File: src/rtl/joypad_pkg.sv
// Shared constants for the NES controller port block: button bit positions,
// default bus addresses and the saturation limit of the per-port read counter.
package joypad_pkg;

  // Button bit positions inside an 8-bit controller report.
  localparam int BTN_A      = 0;
  localparam int BTN_B      = 1;
  localparam int BTN_SELECT = 2;
  localparam int BTN_START  = 3;
  localparam int BTN_UP     = 4;
  localparam int BTN_DOWN   = 5;
  localparam int BTN_LEFT   = 6;
  localparam int BTN_RIGHT  = 7;

  // Default CPU addresses of the two controller ports.
  localparam logic [15:0] DEFAULT_ADDRESS_PORT1 = 16'h4016;
  localparam logic [15:0] DEFAULT_ADDRESS_PORT2 = 16'h4017;

  // The read counter stops once all eight report bits have been consumed.
  localparam logic [3:0] COUNT_SAT = 4'd8;

  // Saturating increment of the consumed-bit counter.
  function automatic logic [3:0] count_sat_inc(input logic [3:0] count);
    logic [3:0] result;
    if (count >= COUNT_SAT) begin
      result = COUNT_SAT;
    end else begin
      result = count + 4'd1;
    end
    return result;
  endfunction

endpackage

File: src/rtl/joypad_shift_register.sv
// One controller port: button synchroniser chain, 8-bit parallel-in /
// serial-out shift register and saturating count of bits consumed.
// A reload (i_load) always wins over a shift in the same cycle.
module joypad_shift_register
  import joypad_pkg::*;
#(
  parameter int SYNC_STAGES = 2
) (
  input  logic       i_clk,
  input  logic       i_reset,
  input  logic       i_load,
  input  logic       i_shift,
  input  logic [7:0] i_buttons,
  output logic [7:0] o_shift,
  output logic [3:0] o_count
);

  logic [7:0] sync_q [SYNC_STAGES];
  logic [7:0] shift_q;
  logic [7:0] shift_d;
  logic [3:0] count_q;
  logic [3:0] count_d;

  // Bring the asynchronous button levels into the clock domain.
  always_ff @(posedge i_clk) begin
    if (i_reset) begin
      for (int k = 0; k < SYNC_STAGES; k++) begin
        sync_q[k] <= 8'h00;
      end
    end else begin
      sync_q[0] <= i_buttons;
      for (int k = 1; k < SYNC_STAGES; k++) begin
        sync_q[k] <= sync_q[k-1];
      end
    end
  end

  // Next-state: reload from synced buttons, else shift in a 1 from the top.
  always_comb begin
    shift_d = shift_q;
    count_d = count_q;
    if (i_load) begin
      shift_d = sync_q[SYNC_STAGES-1];
      count_d = 4'd0;
    end else if (i_shift) begin
      shift_d = {1'b1, shift_q[7:1]};
      count_d = count_sat_inc(count_q);
    end else begin
      shift_d = shift_q;
      count_d = count_q;
    end
  end

  // Shift register and counter state.
  always_ff @(posedge i_clk) begin
    if (i_reset) begin
      shift_q <= 8'h00;
      count_q <= 4'd0;
    end else begin
      shift_q <= shift_d;
      count_q <= count_d;
    end
  end

  assign o_shift = shift_q;
  assign o_count = count_q;

endmodule

File: src/rtl/joypad_ports.sv
// CPU-bus responder for the two NES controller ports ($4016/$4017).
// A write to port 1 sets the strobe latch; reads return the serial button
// bit of the addressed port and advance that port's shift register.
// Optional macro JOYPAD_OPEN_BUS_EN: claimed reads drive o_data[7:5] with
// the upper address bits (open-bus emulation) instead of zero.
module joypad_ports
  import joypad_pkg::*;
#(
  parameter logic [15:0] ADDRESS_PORT1 = DEFAULT_ADDRESS_PORT1,
  parameter logic [15:0] ADDRESS_PORT2 = DEFAULT_ADDRESS_PORT2,
  parameter int          SYNC_STAGES   = 2
) (
  input  logic        i_clk,
  input  logic        i_reset,
  input  logic        i_rw,
  input  logic [15:0] i_address,
  input  logic [7:0]  i_data,
  output logic [7:0]  o_data,
  output logic        o_cs,
  input  logic [7:0]  i_buttons_1,
  input  logic [7:0]  i_buttons_2,
  output logic        o_strobe,
  output logic [7:0]  o_debug_shift_1,
  output logic [7:0]  o_debug_shift_2,
  output logic [3:0]  o_debug_count_1,
  output logic [3:0]  o_debug_count_2
);

  logic       rd1_s;
  logic       rd2_s;
  logic       wr1_s;
  logic       strobe_q;
  logic       strobe_d;
  logic [7:0] shift_1_s;
  logic [7:0] shift_2_s;
  logic [2:0] upper_s;
  logic       unused_data_s;

  // Only bit 0 of the strobe write is meaningful.
  assign unused_data_s = ^i_data[7:1];

  // Bus decode; writes to port 2 belong to the APU and are not claimed.
  always_comb begin
    rd1_s = i_rw & (i_address == ADDRESS_PORT1);
    rd2_s = i_rw & (i_address == ADDRESS_PORT2);
    wr1_s = ~i_rw & (i_address == ADDRESS_PORT1);
  end

`ifdef JOYPAD_OPEN_BUS_EN
  assign upper_s = i_address[15:13];
`else
  assign upper_s = 3'b000;
`endif

  // Read data is combinational so the CPU can latch it at the cycle's edge.
  always_comb begin
    o_data = 8'h00;
    o_cs   = rd1_s | rd2_s | wr1_s;
    if (rd1_s) begin
      o_data = {upper_s, 4'b0000, shift_1_s[0]};
    end else if (rd2_s) begin
      o_data = {upper_s, 4'b0000, shift_2_s[0]};
    end else begin
      o_data = 8'h00;
    end
  end

  // Strobe latch next-state.
  always_comb begin
    if (wr1_s) begin
      strobe_d = i_data[0];
    end else begin
      strobe_d = strobe_q;
    end
  end

  // Strobe latch register.
  always_ff @(posedge i_clk) begin
    if (i_reset) begin
      strobe_q <= 1'b0;
    end else begin
      strobe_q <= strobe_d;
    end
  end

  assign o_strobe        = strobe_q;
  assign o_debug_shift_1 = shift_1_s;
  assign o_debug_shift_2 = shift_2_s;

  joypad_shift_register #(.SYNC_STAGES(SYNC_STAGES)) u_port1 (
    .i_clk     (i_clk),
    .i_reset   (i_reset),
    .i_load    (strobe_q),
    .i_shift   (rd1_s),
    .i_buttons (i_buttons_1),
    .o_shift   (shift_1_s),
    .o_count   (o_debug_count_1)
  );

  joypad_shift_register #(.SYNC_STAGES(SYNC_STAGES)) u_port2 (
    .i_clk     (i_clk),
    .i_reset   (i_reset),
    .i_load    (strobe_q),
    .i_shift   (rd2_s),
    .i_buttons (i_buttons_2),
    .o_shift   (shift_2_s),
    .o_count   (o_debug_count_2)
  );

endmodule
File: config.mk
export PLATFORM = sky130hd
export DESIGN_NAME = joypad_ports
export DESIGN_NICKNAME = d
export VERILOG_FILES = /design/src/rtl/joypad_pkg.sv /design/src/rtl/joypad_shift_register.sv /design/src/rtl/joypad_ports.sv
export SDC_FILE = /design/constraint.sdc
export NUM_CORES = 1
export LEC_CHECK = 0
export BUFFER_PORTS_ARGS = -buffer_cell sky130_fd_sc_hd__buf_2
export CORE_ASPECT_RATIO = 0.9
export CORE_MARGIN = 2
export CORE_UTILIZATION = 30
export DETAILED_ROUTE_END_ITERATION = 8
export GPL_ROUTABILITY_DRIVEN = 0
export PLACE_DENSITY = 0.58
export SYNTH_ARGS = -nofsm -noshare
export SYNTH_HDL_FRONTEND = slang
export SYNTH_SLANG_ARGS = --single-unit
File: constraint.sdc
create_clock -name i_clk -period 2.2 [get_ports i_clk]
set_clock_uncertainty 0.05 [all_clocks]
set_input_delay 0.44 -clock i_clk [delete_from_list [all_inputs] [get_ports i_clk]]
set_output_delay 0.44 -clock i_clk [all_outputs]
set_load 0.05 [all_outputs]
; ---- Word-level counts from Yosys, hierarchy flattened
; Memory sizes are Yosys's and may differ from the RTL's.
; Cells that the tools add are included.
[totals]
reg_bits = 25
in_bits = 43
ram_bits = 32
memories = 2
output_inout_bits = 34
[classes]
n_bitwise = 10
addsub = 2
magnitude_cmp = 2
n_eq_ne = 2
n_reduce_logical = 3
muxes = 15
[mem_list]
columns = memory, words, width, rd, rd_ports_with_merged_regs, wr, line_no
row1 = u_port1.sync_q, 2, 8, 2, 0, 2, joypad_shift_register.sv:18  ; logic [7:0] sync_q [SYNC_STAGES];
row2 = u_port2.sync_q, 2, 8, 2, 0, 2, joypad_shift_register.sv:18
[ops]
columns = op, count
row1 = two-way mux 8 bit, 8
row2 = equality test 16 x 15 -> 1 bit (second input constant), 2
row3 = adder 4 x 1 -> 4 bit (second input constant), 2
row4 = greater-or-equal comparator 4 bit (second input constant), 2
row5 = two-way mux 4 bit, 2
row6 = OR 1 bit, 6
row7 = two-way mux 1 bit, 5
row8 = nonzero test 2 bit, 2
row9 = bitwise AND 1 bit, 3
row10 = OR reduction 2 bit, 1
row11 = inverter 1 bit, 1

; ---- Depth between registers and ports, before layout
[depth]
depth_word = 4
depth_mapped = 5

; ---- By module
; From an unflattened synthesis, not the netlist that was laid out.
[hier_totals]
cells_unflattened = 207
area_unflattened_um2 = 2227.1
[modules_own_cells]
columns = module, cells_per_inst, n_inst, area_each_um2
row1 = joypad_shift_register, 91, 2, 1017.2
row2 = joypad_ports, 25, 1, 192.7

; ---- Least setup slack after synthesis
; No wires, ideal clock.
[synth_path]
path_kind = in2out
start = in i_address[9]
end = out o_cs
t_arrival_ps = 1758
cell_stages = 3
setup_slack_ps = -48
path_cell_list = nor4_4 -> nand4_4 -> a21oi_1
[synth_between]
elab_chain_len = 4
[synth_lines]
columns = item, line_no
row1 = start: declaration, joypad_ports.sv:16  ; input logic [15:0] i_address,
row2 = "equality test 16 x 15 -> 1 bit, on equally long branches", "joypad_ports.sv:44, joypad_ports.sv:46, joypad_ports.sv:45"
row3 = "bitwise AND 1 bit, on equally long branches", "joypad_ports.sv:44, joypad_ports.sv:45"
row4 = OR 1 bit, joypad_ports.sv:58  ; o_cs = rd1_s | rd2_s | wr1_s;
row5 = OR 1 bit (*), joypad_ports.sv:58
row6 = end: declaration, joypad_ports.sv:19  ; output logic o_cs,
; Mark *: on every way between the ends. The rest lies on a longest branch, timed or not.

; ---- Worst setup path after layout
[layout_path]
start = in i_address[10]
end = out o_data[0]
[layout_between]
elab_chain_len = 4
[layout_lines]
columns = item, line_no
row1 = equality test 16 x 15 -> 1 bit, joypad_ports.sv:45  ; rd2_s = i_rw & (i_address == ADDRESS_PORT2);
row2 = bitwise AND 1 bit, joypad_ports.sv:45
row3 = two-way mux 1 bit, joypad_ports.sv:61  ; end else if (rd2_s) begin
row4 = two-way mux 1 bit (*), joypad_ports.sv:59  ; if (rd1_s) begin
row5 = end: declaration, joypad_ports.sv:18  ; output logic [7:0] o_data,
; Marked as above.

==> results.md <==
- Run status: finished, final reports clean
- Initial cell density of the core: 31.3%
- Overflow left after global routing: 0
- Hpwl dp: 3.34 mm
- Leak pwr: 1.29 nW
- Data required, critical path: 1710 ps
- Count of placed standard cells in the final layout, fillers left out: 397
- Type of the worst min-delay path: primary input to register
- Number of sinks driven by the clock tree: 57
- Slew at the pin with the worst max-slew slack: 619 ps
- Number of placed instances, taps included: 381
- Global-route wire length before repair: 7.81 mm
- Syn Std Cell Area: 2390 sq um
- Count of inserted antenna diode cells: 0
- Largest vdd supply drop: 358 uV
- Placeable core region: 7660 sq um
- Number of buffers inserted for hold repair after clock tree synthesis: 0
- Relative contribution of sequential cells to total power: 44.7%
- Library cell occupying the most area in the post-synthesis netlist: dfxtp_1
- Sequential-to-total area share from yosys stat: 47.7%
- Buffer and inverter count on the worst path: 2
- Number of warning messages in the yosys log: 0
- Clock Latency Late Sink: 330 ps
- Share of the synthesized area in the top cell type: 47.7%
- Pre-antenna DRT Iters: 4
- Power Internal: 1.89 mW
- Clock root buffer master: clkbuf_8
- Vias in the first global route: 1641
- Fraction of power spent switching nets: 21.2%
- GRT Util Overall: 11.6%
- Hold path depth: 2
- Critical path's slowest cell: nor4_4
- Reg clk slew, reported paths: 70 ps
- Clk pwr share: 49.4%
- Total via count in the routed design: 1779
- Arrival time worst endpoint: 1630 ps
- Max-cap violation count: 0
- Setup slack at placement: -36.6 ps
- Final critical-path required period: 2120 ps
- Summed area of non-filler cells in the final layout: 3020 sq um
- Iteration-0 DRC Markers: 62
- Overall power of the completed layout: 2.40 mW
- Cts bufs inserted: 9
- Final-stage net count: 344
- Die outline height: 88.7 microns
- Fraction of power consumed by combinational cells: 6.0%
- Max-slew violation count: 0
- Final Setup Violations: 0
- Cell count along the critical path: 6
- Placed instance area: 2760 sq um
- Largest driver fanout on the critical path: 3
- Share of post-route cells with drive strength above 1: 38.5%
- Worst reg2reg path depth: 4
- Top post-synthesis cells by area: dfxtp_1, nor2b_1, a2111oi_2
- Max Buffers Root-to-Sink: 2
- Fin Hold WS: 264 ps
- Pin count of the biggest net entering global routing: 37
- Netlist cell types: 46
- Pwr/cell area: 795 nW/um^2
- Syn_area_per_cell: 10.4 sq um
- Post-route worst setup slack: 83.1 ps
- Worst Setup Start Kind: primary input
- Top cell family by delay on the critical path: simple AND/OR/NAND/NOR gates
- Remaining DRCs: 0
- Per-cell via count in the routed design: 4.48
- Final period util: 96.2%
- Series of cell instances along the critical path: buf_2 > nor4_4 > nand4_4 > nor2_2 > a22o_1 > buf_4
- Max frequency: 472 MHz
- IO Pins: 77
- Synthesized instance count: 230
- Endpoint type of the worst setup path: output pin
- Die area: 8710 sq um
- #FFs+latches synth: 57
- Layout area overhead: 26.0%
- Wire length per cell after detailed routing: 12.0 microns
- Buffers on Ports: 62
- Net switching power of the design: 0.508 mW
- CTS tree: yes
- Number of antenna violations at the first check in global routing: 0
- Unrepaired setup endpoints after global routing: no
- Floorplan row count: 30
- Number of H-tree levels: 3
- Critical path's largest stage delay: 340 ps
- Total count of hold-check failures in the final report: 0
- Total Routed Length: 4.75 mm
- Relative max-transition margin: 58.8%
- Critical Setup Path Class: primary input to output pin
- Die width: 98.2 microns
- Remaining antenna violation count after routing: 0
-- worst register-to-register path: stages, from the launching register on --
cell and delay (ps):
dfxtp_1 310, buf_4 300, nor2_1 120, and3_2 240
a2111oi_2 310
-- what timing repair did --
action	CTS	global route
resized for setup	1	1
endpoints found under the hold margin	0	0
endpoints found under the setup margin	1	1
buffers inserted	0	1
pin swaps	0	1
-- layer usage --
layer	vias up	share of wire (%)	GRT usage (%)
met5	-	0	0
met4	0	1.1	4.11
met3	7	8.9	6.00
met2	57	45	18.4
met1	792	45	13.8
li1	923	-	-
-- path summary, 6_finish.rpt --
| check | from | end | slack (ps) |
|---|---|---|---|
| setup / recovery | i_address[10] | o_data[0] | 80 |
| hold reg to reg | u_port2.sync_q[0][1] | u_port2.sync_q[0][9] | 380 |
| setup reg to reg | o_strobe | u_port2.o_shift[2] | 760 |
| hold / removal | i_buttons_1[2] | u_port1.sync_q[0][2] | 260 |
-- area by class of cell --
type | count | area, sq um
Sequential cell | 57 | 1140
Timing Repair Buffer | 71 | 380
Clock buffer | 10 | 138
Multi-Input combinational cell | 151 | 1110
Inverter | 7 | 26.3
Tap cell | 96 | 120
Clock inverter | 5 | 104
Fill cell | 802 | 4640
-- Yosys cell counts, drive strengths merged --
cell type,count
a2111oi,13
a31oi,4
and3,6
inv,7
conb,1
o31ai,1
nor4,2
and4,1
nand2,5
clkbuf,7
a21oi,7
nor3,1
a211oi,2
a22o,1
nand4b,2
or2,1
a221oi,2
and2b,2
dfxtp,57
nand4,2
nor2b,44
or4b,1
nand3,3
buf,14
nand2b,1
o21ai,6
and4bb,2
and2,1
nor3b,2
o311a,1
a21boi,6
ha,4
or4,2
nor2,19
-- power by group through the flow --
stage / registers (mW) / clock network (mW) / logic, mW
finish: 1.07 / 1.18 / 0.143
global route: 1.07 / 1.27 / 0.156
global placement: 1.09 / 0 / 0.140
floorplan: 1.10 / 0 / 0.0927
detailed placement: 1.10 / 0 / 0.143
CTS: 1.07 / 1.23 / 0.143
-- metrics by stage --
| stage | utilization (%) | TNS [ps] |
|---|---|---|
| after floorplan | - | 0 |
| after global placement | 36.1 | -46.7 |
| after detailed placement | 36.1 | -36.6 |
| after CTS | 39.3 | 0 |
| after global routing | 39.4 | 0 |
| final | 39.4 | 0 |
-- cell families (layout without fill, tap and decap cells) --
| group | Yosys count | count (layout) | synth area share (%) |
|---|---|---|---|
| AOI/OAI and AO/OA | 43 | 43 | 16.4 |
| adders and majority gates | 4 | 4 | 2.09 |
| buffers and inverters | 28 | 93 | 7.27 |
| DFF | 57 | 57 | 47.7 |
| other | 1 | 7 | 0.157 |
| and+or+nand+nor | 97 | 97 | 26.4 |
-- state kept, by name, summed over array words and instances (netlist names) --
signal / count
u_port1.o_count: 4
u_port2.sync_q: 16
u_port1.o_shift: 8
o_strobe: 1
u_port1.sync_q: 16
u_port2.o_count: 4
u_port2.o_shift: 8
-- cells in the final DEF (no fill, tap or decap), types with 2 or more instances in the layout --
cell,Yosys,routed
buf_2,2,61
a31oi_1,4,4
a21boi_1,5,5
ha_1,4,4
dfxtp_1,57,57
conb_1,1,7
or4_1,2,2
bufinv_16,0,3
and3_2,4,4
nor2b_1,44,44
clkbuf_8,1,10
a2111oi_2,13,13
o21ai_0,6,6
a211oi_1,2,2
nand4b_1,2,2
buf_4,8,10
a221oi_1,2,2
nor2_1,18,17
nand3_1,3,3
nor3b_1,2,2
and3_1,2,2
nand2_1,4,4
and4bb_2,2,2
inv_1,7,7
a21oi_1,7,6
Power figures use the tool's default switching activity.
